<file path="src/rtl/csr_pkg.sv">
// csr_pkg: shared definitions for the machine-mode CSR / interrupt block.
//   - CSR address constants (including the optional 64-bit counters)
//   - csr_op_e    : CSR read-modify-write operation encoding
//   - irq_state_e : trap sequencer states (RUN, SLEEP)
//   - field bit positions inside MSTATUS / MIE / MIP
//   - csr_apply_op: old/wdata combine for CSRRW/CSRRS/CSRRC
package csr_pkg;

  localparam logic [11:0] CSR_MSTATUS   = 12'h300;
  localparam logic [11:0] CSR_MIE       = 12'h304;
  localparam logic [11:0] CSR_MTVEC     = 12'h305;
  localparam logic [11:0] CSR_MEPC      = 12'h341;
  localparam logic [11:0] CSR_MIP       = 12'h344;
  localparam logic [11:0] CSR_MCYCLE    = 12'hB00;
  localparam logic [11:0] CSR_MINSTRET  = 12'hB02;
  localparam logic [11:0] CSR_MCYCLEH   = 12'hB80;
  localparam logic [11:0] CSR_MINSTRETH = 12'hB82;

  typedef enum logic [1:0] {
    CSR_RW = 2'b00,
    CSR_RS = 2'b01,
    CSR_RC = 2'b10
  } csr_op_e;

  typedef enum logic {
    RUN   = 1'b0,
    SLEEP = 1'b1
  } irq_state_e;

  localparam int unsigned MSTATUS_MIE_BIT  = 3;
  localparam int unsigned MSTATUS_MPIE_BIT = 7;
  localparam int unsigned MSTATUS_MPP_LO   = 11;
  localparam int unsigned MSTATUS_MPP_HI   = 12;
  localparam int unsigned MIE_MTIE_BIT     = 7;
  localparam int unsigned MIE_MEIE_BIT     = 11;

  // Unused encoding 2'b11 leaves the register unchanged.
  function automatic logic [31:0] csr_apply_op(input logic [1:0] op,
                                               input logic [31:0] old_val,
                                               input logic [31:0] wdata);
    logic [31:0] res;
    case (csr_op_e'(op))
      CSR_RW:  res = wdata;
      CSR_RS:  res = old_val | wdata;
      CSR_RC:  res = old_val & ~wdata;
      default: res = old_val;
    endcase
    return res;
  endfunction

endpackage

</file>
<file path="src/rtl/csr_counter64.sv">
// csr_counter64: 64-bit free-running / event counter with 32-bit half writes.
// Ports:
//   clk, rst       clock, asynchronous active-low reset (count -> 0)
//   inc_i          increment by one this cycle
//   we_lo_i        load wdata_i into bits [31:0]  (wins over inc_i)
//   we_hi_i        load wdata_i into bits [63:32] (wins over inc_i)
//   wdata_i        write data
//   value_o        current count
module csr_counter64 (
  input  logic        clk,
  input  logic        rst,
  input  logic        inc_i,
  input  logic        we_lo_i,
  input  logic        we_hi_i,
  input  logic [31:0] wdata_i,
  output logic [63:0] value_o
);

  logic [63:0] cnt_q;

  always_ff @(posedge clk or negedge rst) begin
    if (!rst) begin
      cnt_q <= '0;
    end else if (we_lo_i) begin
      cnt_q <= {cnt_q[63:32], wdata_i};
    end else if (we_hi_i) begin
      cnt_q <= {wdata_i, cnt_q[31:0]};
    end else if (inc_i) begin
      cnt_q <= cnt_q + 64'd1;
    end
  end

  assign value_o = cnt_q;

endmodule

</file>
<file path="src/rtl/csr_irq_ctrl.sv">
// csr_irq_ctrl: machine-mode CSR file plus trap / MRET / WFI sequencer.
// Optional feature macro: CSR_COUNTER_EN (adds MCYCLE/MINSTRET 64-bit counters).
// Ports:
//   clk, rst            clock, asynchronous active-low reset
//   stall_in            pipeline frozen; nothing commits
//   ex_valid, ex_pc     EX instruction valid flag and its PC
//   csr_we, csr_op      CSR instruction in EX and its RW/RS/RC operation
//   csr_addr, csr_wdata CSR address and operand
//   is_mret, is_wfi     EX decode flags
//   ext_irq, timer_irq  level interrupt lines
//   csr_rdata           combinational pre-write read of csr_addr
//   redirect_valid/pc   registered one-cycle flush + fetch target
//   wfi_stall           registered pipeline hold while sleeping
module csr_irq_ctrl
  import csr_pkg::*;
#(
  parameter logic [31:0] CSR_TVEC = 32'h0001_0000
) (
  input  logic        clk,
  input  logic        rst,
  input  logic        stall_in,
  input  logic        ex_valid,
  input  logic [31:0] ex_pc,
  input  logic        csr_we,
  input  logic [1:0]  csr_op,
  input  logic [11:0] csr_addr,
  input  logic [31:0] csr_wdata,
  input  logic        is_mret,
  input  logic        is_wfi,
  input  logic        ext_irq,
  input  logic        timer_irq,
  output logic [31:0] csr_rdata,
  output logic        redirect_valid,
  output logic [31:0] redirect_pc,
  output logic        wfi_stall
);

  irq_state_e  state_q;
  logic        mie_q, mpie_q;
  logic [1:0]  mpp_q;
  logic        mtie_q, meie_q;
  logic [31:0] mepc_q, wfi_pc_q;
  logic        redirect_valid_q, wfi_stall_q;
  logic [31:0] redirect_pc_q;

  logic [31:0] mstatus_rd, mie_rd, mip_rd, wr_val, trap_epc;
  logic        pend, commit, in_run, take, wake, trap_fire;
  logic        mret_fire, csr_commit, wfi_fire;
  logic        unused_bits;

  assign mstatus_rd = {19'd0, mpp_q, 3'd0, mpie_q, 3'd0, mie_q, 3'd0};
  assign mie_rd     = {20'd0, meie_q, 3'd0, mtie_q, 7'd0};
  assign mip_rd     = {20'd0, ext_irq, 3'd0, timer_irq, 7'd0};

`ifdef CSR_COUNTER_EN
  logic [63:0] mcycle, minstret;
`endif

  always_comb begin
    csr_rdata = '0;
    case (csr_addr)
      CSR_MSTATUS:   csr_rdata = mstatus_rd;
      CSR_MIE:       csr_rdata = mie_rd;
      CSR_MTVEC:     csr_rdata = CSR_TVEC;
      CSR_MEPC:      csr_rdata = mepc_q;
      CSR_MIP:       csr_rdata = mip_rd;
`ifdef CSR_COUNTER_EN
      CSR_MCYCLE:    csr_rdata = mcycle[31:0];
      CSR_MCYCLEH:   csr_rdata = mcycle[63:32];
      CSR_MINSTRET:  csr_rdata = minstret[31:0];
      CSR_MINSTRETH: csr_rdata = minstret[63:32];
`endif
      default:       csr_rdata = '0;
    endcase
  end

  // Read-modify-write uses the pre-write read value of the addressed CSR.
  assign wr_val = csr_apply_op(csr_op, csr_rdata, csr_wdata);

  assign pend   = (meie_q & ext_irq) | (mtie_q & timer_irq);
  assign commit = ex_valid & ~stall_in;
  assign in_run = (state_q == RUN);

  // The EX slot right after a redirect is a flushed bubble, so it cannot trap.
  assign take       = in_run & mie_q & pend & commit & ~redirect_valid_q;
  assign wake       = (state_q == SLEEP) & pend & ~stall_in;
  assign trap_fire  = take | (wake & mie_q);
  assign trap_epc   = in_run ? ex_pc : wfi_pc_q;

  assign mret_fire  = in_run & commit & ~take & is_mret;
  assign csr_commit = in_run & commit & ~take & ~is_mret & csr_we;
  assign wfi_fire   = in_run & commit & ~take & ~is_mret & ~csr_we & is_wfi;

  assign unused_bits = ^{wr_val[1:0], trap_epc[1:0]};

  always_ff @(posedge clk or negedge rst) begin
    if (!rst) begin
      state_q          <= RUN;
      mie_q            <= 1'b0;
      mpie_q           <= 1'b0;
      mpp_q            <= 2'b00;
      mtie_q           <= 1'b0;
      meie_q           <= 1'b0;
      mepc_q           <= '0;
      wfi_pc_q         <= '0;
      redirect_valid_q <= 1'b0;
      redirect_pc_q    <= '0;
      wfi_stall_q      <= 1'b0;
    end else begin
      redirect_valid_q <= 1'b0;

      if (trap_fire) begin
        mepc_q           <= {trap_epc[31:2], 2'b00};
        mpie_q           <= mie_q;
        mie_q            <= 1'b0;
        mpp_q            <= 2'b11;
        redirect_valid_q <= 1'b1;
        redirect_pc_q    <= CSR_TVEC;
      end else if (mret_fire) begin
        mie_q            <= mpie_q;
        mpie_q           <= 1'b1;
        mpp_q            <= 2'b11;
        redirect_valid_q <= 1'b1;
        redirect_pc_q    <= mepc_q;
      end else if (csr_commit) begin
        case (csr_addr)
          CSR_MSTATUS: begin
            mie_q  <= wr_val[MSTATUS_MIE_BIT];
            mpie_q <= wr_val[MSTATUS_MPIE_BIT];
            mpp_q  <= wr_val[MSTATUS_MPP_HI:MSTATUS_MPP_LO];
          end
          CSR_MIE: begin
            mtie_q <= wr_val[MIE_MTIE_BIT];
            meie_q <= wr_val[MIE_MEIE_BIT];
          end
          CSR_MEPC: mepc_q <= {wr_val[31:2], 2'b00};
          default: ;
        endcase
      end

      if (wfi_fire) begin
        state_q     <= SLEEP;
        wfi_stall_q <= 1'b1;
        wfi_pc_q    <= ex_pc + 32'd4;
      end else if (wake) begin
        state_q     <= RUN;
        wfi_stall_q <= 1'b0;
      end
    end
  end

  assign redirect_valid = redirect_valid_q;
  assign redirect_pc    = redirect_pc_q;
  assign wfi_stall      = wfi_stall_q;

`ifdef CSR_COUNTER_EN
  csr_counter64 u_mcycle (
    .clk     (clk),
    .rst     (rst),
    .inc_i   (1'b1),
    .we_lo_i (csr_commit & (csr_addr == CSR_MCYCLE)),
    .we_hi_i (csr_commit & (csr_addr == CSR_MCYCLEH)),
    .wdata_i (wr_val),
    .value_o (mcycle)
  );

  csr_counter64 u_minstret (
    .clk     (clk),
    .rst     (rst),
    .inc_i   (in_run & commit & ~take),
    .we_lo_i (csr_commit & (csr_addr == CSR_MINSTRET)),
    .we_hi_i (csr_commit & (csr_addr == CSR_MINSTRETH)),
    .wdata_i (wr_val),
    .value_o (minstret)
  );
`endif

endmodule
</file>
<file path="config.mk">
export PLATFORM = sky130hd
export DESIGN_NAME = csr_irq_ctrl
export DESIGN_NICKNAME = d
export VERILOG_FILES = /design/src/rtl/csr_pkg.sv /design/src/rtl/csr_counter64.sv /design/src/rtl/csr_irq_ctrl.sv
export SDC_FILE = /design/constraint.sdc
export NUM_CORES = 1
export LEC_CHECK = 0
export BUFFER_PORTS_ARGS = -buffer_cell sky130_fd_sc_hd__buf_2
export CORE_MARGIN = 10
export CORE_UTILIZATION = 40
export CTS_CLUSTER_SIZE = 40
export DETAILED_ROUTE_END_ITERATION = 12
export MAX_ROUTING_LAYER = met4
export SLEW_MARGIN = 20
export SYNTH_ARGS = -nofsm -noshare
export SYNTH_HDL_FRONTEND = slang
export SYNTH_SLANG_ARGS = --single-unit
</file>
<file path="constraint.sdc">
create_clock -name clk -period 4.1 [get_ports clk]
set_input_delay 0.41 -clock clk [delete_from_list [all_inputs] [get_ports clk]]
set_output_delay 0.41 -clock clk [all_outputs]
set_load 0.1 [all_outputs]
</file>
==> impl_metrics.tcl <==
set metrics [dict create \
    synth_top_area_frac 0.433 \
    cts-root-buf "clkbuf_16" \
    grt_pass1_vias 4855 \
    instances_no_fill 884 \
    postCtsHoldBufs 0 \
    grt_setup_unrepaired "no" \
    cts_inserted_buffers 9 \
    pre_cts_slack_ns 1.35 \
    overflow 0 \
    initial_core_util 0.408 \
    post-route-util 0.487 \
    clk_path_buf_depth 2 \
    dpl.hpwl_um 12600 \
    cts.clk_slew.worst_paths_ns 0.07 \
    outcome "finished, final reports clean" \
    seq_area_frac_synth 0.433 \
    drive_gt1_frac 0.288 \
    hold_viol 0 \
    post_cts_buffers 0 \
    viasPerCell 5.48 \
    h-tree-depth 3 \
    cp_common_cell "buf_2" \
    path_max_fanout 6 \
    drt_pass1_iterations 4 \
    critPathLaunchType "primary input" \
    worstPathCellList "buf_2 -> or4_4 -> or4_2 -> nor2_1 -> buf_2" \
    grt_usage 0.176 \
    critPathCaptureType "primary output" \
    dr_total_vias 4846 \
    p_per_area_mw_per_mm2 680 \
    clkLatencyLatePin_ns 0.35 \
    antennaDiodeCount 0 \
    slew_violations 0 \
    slowest_stage "or4_2" \
    min_period_over_period 0.672 \
    detail-route-antenna-nets 0 \
    drtIter0Drc 489 \
    r2r-start "wfi_stall" \
    yosys.area.top_type "dfrtp_1" \
    dieWidth_um 139 \
    die_area_mm2 0.0193 \
    ys_async_sr_fraction 1.00 \
    crit_family "simple AND/OR/NAND/NOR gates" \
    synth_most_common_cell "dfrtp_1" \
    dieHeight_um 139 \
    hp-class "primary input to asynchronous set/reset pin" \
    ir_worst_vdd_uv 239 \
    antenna_found_initial 0 \
    relSlewSlack 0.327 \
    drc 0 \
    yosys_most_used_dff "dfrtp_1" \
    hold_ws_ns 0.126 \
    clkSinkCount 98 \
    cp.buffers_inverters 2 \
    ys.warnings.count 0 \
    synth_area_mm2 0.00567 \
    maxCapViolCount 0 \
    p_leak_nw 3.06 \
    placed_cells 868 \
    coreArea_mm2 0.0139 \
    post-route-min-period_ns 2.76 \
    grt_pass1_wl_um 27300 \
    cpPeakStageDelay_ns 0.70 \
    grt_max_degree 62 \
    ys_ff_latch 98 \
    syn_avg_cell_area_um2 9.77 \
    syn_to_final_growth_pct 19.2 \
    synth_common_cells "98 x dfrtp_1, 74 x nand2_1, 55 x a22o_1" \
    wl_per_cell_um 19.2 \
    finalSetupViolCount 0 \
    cts_tree "built" \
    crit_start "csr_addr[4]" \
    required_ns 3.69 \
    num_rows 43 \
    gp_congestion 0.904 \
    fin_nets 787 \
    ioPinCount 153 \
    fin_tns_setup_ns 0 \
    fmax_mhz 363 \
    tightest_slew_ns 1.00 \
    synth_edf_count 0 \
    fillers 1315 \
    crit_arrival_ns 2.35 \
    io_buffer_count 144 \
    post_synth_num_cell_types 58 \
    layout_setup_ws_ns 1.34 \
    synth_cells 580 \
    synthTopCellsByArea "dfrtp_1 43%, a22o_1 8.5%, nand2_1 4.9%" \
    crit_type "primary input to primary output" \
    cts_resized 0 \
    fin_skew_ns 0.00770 \
    drt_wl_total_um 17000 \
]
-- layout by cell type, fill, tap and decap left out, drive strengths merged, types with 6 or more instances in the layout --
cell and instances:
a21oi 15, clkbuf 11, nor4 7, o21bai 25, nand4 6, mux2 6, nand3 9, dfrtp 98
o21ai 36, nand2 74, buf 151, and2 27, inv 17, a22o 55, mux2i 27, xor2 9
o221a 25, a31oi 6, nor2 16, xnor2 19, nor3 13
-- layout make-up --
type	instances	area, µm²	area share
Multi-Input combinational cell	422	2920	0.432
Sequential cell	98	2450	0.363
Timing Repair Buffer	151	776	0.115
Clock buffer	11	243	0.0359
Tap cell	180	225	0.0333
Clock inverter	5	77.6	0.0115
Inverter	17	63.8	0.00945
-- metal layers --
metal / vias to the layer above / GRT usage / share of wire
met5: - / - / 0
met4: 0 / 0.0516 / 0.013
met3: 16 / 0.0329 / 0.052
met2: 141 / 0.240 / 0.42
met1: 2325 / 0.255 / 0.51
li1: 2364 / - / -
-- sequential cells by signal, summed over array words and instances (netlist names) --
register / flops
mtie_q: 1
redirect_valid: 1
mie_q: 1
redirect_pc: 30
wfi_pc_q: 30
wfi_stall: 1
mepc_q: 30
meie_q: 1
mpie_q: 1
mpp_q: 2
-- path summary, 6_finish.rpt --
path	end	cells past startpoint	slack [ns]
hold reg to reg	wfi_pc_q[4]	2	0.48
setup / recovery	csr_rdata[3]	5	1.34
setup reg to reg	mpp_q[0]	9	1.53
max in group asynchronous	mepc_q[13]	2	2.92
min in group clk	wfi_pc_q[2]	2	0.35
hold / removal	mepc_q[17]	1	0.13
-- kinds of logic after synthesis --
family / Yosys count / share of synthesized area
multiplexers: 33 / 0.0596
AND/OR/NAND/NOR: 181 / 0.165
other: 1 / 0.000662
XOR/XNOR: 28 / 0.0433
adder cells (fa/ha/maj): 1 / 0.00221
buffers and inverters: 63 / 0.0563
AO/OA/AOI/OAI: 175 / 0.240
flip-flops: 98 / 0.433
-- report_power, final --
group | internal [mW] | switching (mW)
sequential | 1.36 | 0.318
clock | 0.550 | 0.365
combinational | 0.522 | 1.48
-- per-stage QoR --
stage	total power [mW]	area [µm²]
final	4.59	6750
after global placement	3.65	6430
after floorplan	3.25	5680
after global routing	4.81	6750
after detailed placement	3.70	6430
after CTS	4.62	6750
(Power assumes the default switching activity.)
